File: config.mk
export PLATFORM = sky130hd
export DESIGN_NAME = booth_r4_mult
export DESIGN_NICKNAME = d
export VERILOG_FILES = /design/src/rtl/booth_r4_mult.sv
export SDC_FILE = /design/constraint.sdc
export NUM_CORES = 1
export LEC_CHECK = 0
export ABC_AREA = 1
export BUFFER_PORTS_ARGS = -buffer_cell sky130_fd_sc_hd__buf_2
export CAP_MARGIN = 20
export CELL_PAD_IN_SITES_DETAIL_PLACEMENT = 2
export CELL_PAD_IN_SITES_GLOBAL_PLACEMENT = 2
export CORE_MARGIN = 4
export CORE_UTILIZATION = 31
export DETAILED_ROUTE_END_ITERATION = 8
export PLACE_DENSITY = 0.88
export SLEW_MARGIN = 20
export SYNTH_ARGS = -nofsm -noshare
export SYNTH_HDL_FRONTEND = slang
export SYNTH_SLANG_ARGS = --single-unit
File: constraint.sdc
create_clock -name clk -period 2.5 [get_ports clk]
set_input_delay 0.375 -clock clk [delete_from_list [all_inputs] [get_ports clk]]
set_output_delay 0.375 -clock clk [all_outputs]
set_load 0.05 [all_outputs]
File: src/rtl/booth_r4_mult.sv
// Radix-4 Booth sequential multiplier, signed or unsigned per request.
// One add step and one 2-bit shift step per multiplier digit pair.
module booth_r4_mult #(
    parameter int WIDTH = 8
) (
    input  logic               clk,
    input  logic               rst_n,
    input  logic               start,
    input  logic               signed_mode,
    input  logic [WIDTH-1:0]   multiplicand,
    input  logic [WIDTH-1:0]   multiplier,
    output logic               busy,
    output logic               done,
    output logic [2*WIDTH-1:0] product
);

    localparam int W  = WIDTH + 2;
    localparam int AW = W + 2;
    localparam int I  = W / 2;
    localparam int CW = $clog2(I);
    localparam logic [CW-1:0] LAST = CW'(I - 1);

    if ((WIDTH % 2) != 0 || WIDTH < 4) begin : g_bad_cfg
        $error("booth_r4_mult: WIDTH must be even and >= 4");
    end

    typedef enum logic [1:0] {
        S_IDLE,
        S_ADD,
        S_SHIFT,
        S_DONE
    } state_e;

    state_e             state_q, state_d;
    logic [AW-1:0]      a_q, a_d;
    logic [AW-1:0]      mx_q, mx_d;
    logic [W-1:0]       q_q, q_d;
    logic               qm1_q, qm1_d;
    logic [CW-1:0]      cnt_q, cnt_d;
    logic [2*WIDTH-1:0] prod_q, prod_d;

    logic               m_sgn, q_sgn;
    logic [AW-1:0]      mx2;

    // Sign source for operand extension; zero in unsigned mode
    assign m_sgn = signed_mode & multiplicand[WIDTH-1];
    assign q_sgn = signed_mode & multiplier[WIDTH-1];
    assign mx2   = {mx_q[AW-2:0], 1'b0};

    // State register
    always_ff @(posedge clk or negedge rst_n) begin
        if (!rst_n) begin
            state_q <= S_IDLE;
        end else begin
            state_q <= state_d;
        end
    end

    // Next-state logic
    always_comb begin
        state_d = state_q;
        case (state_q)
            S_IDLE:  if (start) state_d = S_ADD;
            S_ADD:   state_d = S_SHIFT;
            S_SHIFT: state_d = (cnt_q == LAST) ? S_DONE : S_ADD;
            S_DONE:  state_d = S_IDLE;
            default: state_d = S_IDLE;
        endcase
    end

    // Handshake outputs decoded straight from the state register
    always_comb begin
        busy = (state_q != S_IDLE);
        done = (state_q == S_DONE);
    end

    // Datapath next-state: capture, Booth add, arithmetic shift
    always_comb begin
        a_d    = a_q;
        mx_d   = mx_q;
        q_d    = q_q;
        qm1_d  = qm1_q;
        cnt_d  = cnt_q;
        prod_d = prod_q;
        case (state_q)
            S_IDLE: begin
                if (start) begin
                    a_d   = '0;
                    qm1_d = 1'b0;
                    cnt_d = '0;
                    mx_d  = {{(AW - WIDTH){m_sgn}}, multiplicand};
                    q_d   = {{(W - WIDTH){q_sgn}}, multiplier};
                end
            end
            S_ADD: begin
                case ({q_q[1:0], qm1_q})
                    3'b001, 3'b010: a_d = a_q + mx_q;
                    3'b011:         a_d = a_q + mx2;
                    3'b100:         a_d = a_q - mx2;
                    3'b101, 3'b110: a_d = a_q - mx_q;
                    default:        a_d = a_q;
                endcase
            end
            S_SHIFT: begin
                a_d   = {{2{a_q[AW-1]}}, a_q[AW-1:2]};
                q_d   = {a_q[1:0], q_q[W-1:2]};
                qm1_d = q_q[1];
                if (cnt_q == LAST) begin
                    // low 2*WIDTH bits of the shifted {A,Q}
                    prod_d = {a_q[WIDTH-1:0], q_q[W-1:2]};
                end else begin
                    cnt_d = cnt_q + CW'(1);
                end
            end
            default: ;
        endcase
    end

    // Datapath registers
    always_ff @(posedge clk or negedge rst_n) begin
        if (!rst_n) begin
            a_q    <= '0;
            mx_q   <= '0;
            q_q    <= '0;
            qm1_q  <= 1'b0;
            cnt_q  <= '0;
            prod_q <= '0;
        end else begin
            a_q    <= a_d;
            mx_q   <= mx_d;
            q_q    <= q_d;
            qm1_q  <= qm1_d;
            cnt_q  <= cnt_d;
            prod_q <= prod_d;
        end
    end

    assign product = prod_q;

endmodule

[After elaboration in Yosys (flattened, before gate mapping)]
Cells that the tools add are included.
Cells by class
  $add $sub $neg: 5
  equal/unequal tests: 13
  mux-type cells: 13
  bitwise operators: 3
  reductions and logical operators: 13
Operator list (count)
  one-hot mux 12 bit (4 select lines): 1
  one-hot mux 12 bit (3 select lines): 1
  adder 12 bit: 2
  subtractor 12 bit: 2
  one-hot mux 10 bit (2 select lines): 1
  == test 3 bit (second input constant): 4
  2-to-1 mux 12 bit: 1
  2-to-1 mux 10 bit: 1
  one-hot mux 2 bit (4 select lines): 1
  == test 3 x 2 -> 1 bit (second input constant): 2
  2-to-1 mux 3 bit: 2
  one-hot mux 3 bit (2 select lines): 1
  AND reduction 2 bit: 3
  AND reduction 3 bit: 2
  nonzero test 2 bit: 3
  inequality test 5 x 1 -> 1 bit (second input constant): 1
  == test 2 bit (second input constant): 2
  2-to-1 mux 2 bit: 2
  inequality test 2 bit (second input constant): 2
  AND reduction 4 bit: 1
  OR reduction 2 bit: 2
  adder 3 x 1 -> 3 bit (second input constant): 1
  == test 3 x 1 -> 1 bit (second input constant): 1
  nonzero test 3 bit: 1
  other kinds (6): 7
Word-level totals
  bits in registers: 53
  bits of input ports: 20
  logic and storage cells: 55

[Longest topological paths before layout]
  depth in word-level cells: 4
  mapped depth: 20

[Worst setup path before layout]
Ideal clock, no wire load.
  path type: reg2reg
  start point: reg mx_q[0]
  end point: reg a_q[7]
  library setup time: 116 ps
  data arrival time: 2350 ps
  setup slack: 34 ps
  cell stages (with the launch flop): 18
  buffers on the path: 0
  cells stage by stage: dfrtp_1 inv_1 ha_1 nand3_1 nor3_1 xor2_1 nand2_1 o21ai_0 ha_1 a21oi_1 o21a_1 nand2_1 a21oi_1 o21ai_0 nand2_1 nand2_1 nand2_1 nand2_1
On the way
  cells in the longest elaborated chain, start to end: 3
RTL lines
  start: declaration: RTL line 36  | logic [AW-1:0] mx_q, mx_d;
  start signal: assignment: RTL line 130  | mx_q <= mx_d;
  subtractor 12 bit, or another cell as far along: RTL line 100  | 3'b101, 3'b110: a_d = a_q - mx_q;
  one-hot mux 12 bit (4 select lines) *: RTL line 96  | case ({q_q[1:0], qm1_q})
  one-hot mux 12 bit (3 select lines) *: RTL line 85  | case (state_q)
  end signal: assignment: RTL line 122  | a_q <= '0;
  end signal: assignment: RTL line 129  | a_q <= a_d;
  end: declaration: RTL line 35  | logic [AW-1:0] a_q, a_d;
Every way passes the cells marked *; elsewhere a longest branch is shown, timed or not.
A chain may end at the register's enable or synchronous reset.

[Worst setup path after layout]
  start point: reg mx_q[1]
  end point: reg a_q[9]
The elaborated chain is that of the path after synthesis.

==> qor.txt <==
largest net degree at the start of global routing - 33
WP data arrival - 3.35 ns
area grow syn2layout - 50.2%
die extent in y - 122 um
post-synthesis simple-gate area fraction - 29.2%
vias in the first global route - 5,993
IO buf count - 37
CP most frequent cell - nand2_1
sequential area share after synthesis - 32.8%
Via density - 6.04
H-tree levels - 2
unrepaired setup endpoints after global routing - true
final setup violation count - 9
clock buffer depth - 2
post-synthesis mux area share - 0.278%
worst clock skew - 0.0180 ns
violated checks - setup timing
Final Hold Fails - 0
Die W - 122 um
dpl cell area - 4840 sq um
Slew HR - 62.2%
Placer Congestion - 0.927
Post-synth EDFFs - 0
CTS tree - yes
drt drc - 0
CP max stage delay - 0.45 ns
Top FF cell, synth - dfrtp_1
Adder-Cell Fraction of Synth Area - 9.96%
layout cells sized above 1 - 44.6%
minimum clock period - 3.06 ns
I/O pin count - 38
Cells after Synth - 574
most common cell after layout, fill and taps aside - nand2_1
Clock Latency Late Sink - 0.34 ns
routed via count - 5,195
asr flop ratio synth - 100%
final core area utilization - 47.9%
post-synth cell types - 38
Compound-Gate Fraction of Synth Area - 17.1%
global-route usage over all layers - 35.7%
largest family of logic cells by synthesized area - simple AND/OR/NAND/NOR gates
DP HPWL - 14,400 um
Startpoint Class - flop
CTS root buffer - clkbuf_16
Die ar. - 14,900 sq um
critical path class - flop to flop
Fin Setup TNS - -3.03 ns
initial antenna violation count - 1
post-synthesis cell area - 4040 sq um
CP delay by family, top - simple AND/OR/NAND/NOR gates
Worst path slowest cell - dfrtp_1
most frequent cells in the layout - 123 x nand2_1, 73 x buf_4, 57 x inv_1, 52 x dfrtp_1, 42 x o21ai_0
synthesized flop and latch total - 53
Max Slew Vio Count - 0
layout net count - 736
Mapped Nets - 625
YS warnings - 0
xor and xnor fraction of the mapped netlist area - 2.38%
Clk pin slew, worst setup/hold paths - 0.10 ns
core box area - 12,700 sq um
critical path cell sequence - inv_4 > ha_4 > nand3_4 > nor3_4 > xor2_2 > nand2_1 > o21ai_2 > ha_4 > nand2_4 > nor2_1 > nor2_1 > nand2_1 > nand2_1 > nand2_1 > o21ai_2 > nand2_1 > nand2_1 > nand2_1 > nand2_1
post-route setup slack - -0.558 ns
antenna viol nets, final - 0
maxcap violations - 0
worst min path class - input pin to async pin
starting density of the core - 31.9%
Max Fclk - 327 MHz
maximum fanout along the worst path - 4
Period Utilization, post-route - 122%
Sink Count - 53
GRT overflow - 0
crit end category - flop
syn avg cell area - 7.05 sq um
Critical path buffers and inverters - 1
Worst Max-Slew Pin Slew - 0.567 ns
final WL - 27,700 um
DR iter-0 viols - 438
post-route cell area - 6070 sq um
standard-cell row count - 41
Inserted Clock Buffers - 5
first-pass iteration count of the detailed router - 5
CP required - 2.79 ns
first-pass GRT wire length - 38,900 um
outcome - finished, violations left
DR WL/cell - 32.2 um
what timing repair did:
item,in CTS,in global routing
gates resized for setup,131,100
hold buffers,0,0
setup endpoints to repair,9,10
pin swaps,44,50
buffers inserted,17,3
metal layers:
| layer | global-route usage [%] | vias up | wire (um) |
|---|---|---|---|
| met5 | 0 | - | 0 |
| met4 | 27.3 | 0 | 2270 |
| met3 | 8.02 | 154 | 1570 |
| met2 | 62.9 | 316 | 13900 |
| met1 | 36.8 | 2633 | 10000 |
| li1 | - | 2092 | - |
area by class of cell:
cell class              instances  area [sq um]
repair buffers                117           812
clock buffers                   5           125
inverters                      73           288
clock inverters                 3          28.8
well taps                     172           215
flip-flops and latches         53          1330
multi-input cells             435          3270
fillers                      1389          6600
diodes                          2          5.00
path summary, 6_finish.rpt:
check,start,to,slack [ns],depth (start not counted)
min reg2reg,product[3]$_DFFE_PN0P_,product[3]$_DFFE_PN0P_,0.51,2
min in group clk,multiplicand[6],mx_q[6]$_DFFE_PN0P_,0.25,3
max in group asynchronous,rst_n,q_q[0]$_DFFE_PN0P_,1.74,2
min,rst_n,product[0]$_DFFE_PN0P_,0.03,1
max,mx_q[1]$_DFFE_PN0P_,a_q[9]$_DFFE_PN0P_,-0.56,19
max reg2reg,mx_q[1]$_DFFE_PN0P_,a_q[9]$_DFFE_PN0P_,-0.56,19
state kept, by name, indices dropped and copies added (netlist names):
signal and cells:
product 16, a_q 12, q_q 10, mx_q 9
cnt_q 3, state_q 2, qm1_q 1
synthesized netlist by cell type (2+ instances only):
cell type  count  share of area [%]
nand4_1        4               0.62
a21oi_2        2               0.43
buf_2          4               0.50
o211ai_1       6                1.1
xor2_1         8                1.7
dfrtp_1       53                 33
o22ai_1        4               0.62
o21ai_1        6               0.74
xnor2_1        3               0.65
inv_2          6               0.56
nor3_1         2               0.25
nor2_1        34                3.2
inv_1         66                6.1
nor2_4         3               0.84
fa_1           2               0.99
ha_1          29                9.0
a21oi_1       22                2.7
nand2_4        3               0.84
clkbuf_1       8               0.74
nand2_1      169                 16
o21bai_1       2               0.37
o21ai_2        5                1.1
nand2_2        7                1.1
nand3_1       46                5.7
o21ai_0       67                8.3
stage by stage:
| stage | hold WS (ns) | setup WS (ns) | std cells |
|---|---|---|---|
| after global routing | 0.0464 | -0.608 | 859 |
| after detailed placement | 0.380 | -0.500 | 831 |
| after CTS | 0.0457 | -0.167 | 855 |
| after global placement | 0.365 | -0.199 | 831 |
| final | 0.0276 | -0.558 | 860 |
| after floorplan | 0.0794 | 0.0335 | 574 |
logic make-up after synthesis:
logic type,after synthesis
buffers and inverters,86
muxes,1
and+or+nand+nor,272
adders and majority gates,31
xor gates and xnor gates,11
AOI/OAI and AO/OA,120
DFF,53
Power is left out: the tool's default activity adds up to more than one toggle a clock period on the data nets, which glitch-free logic cannot reach.
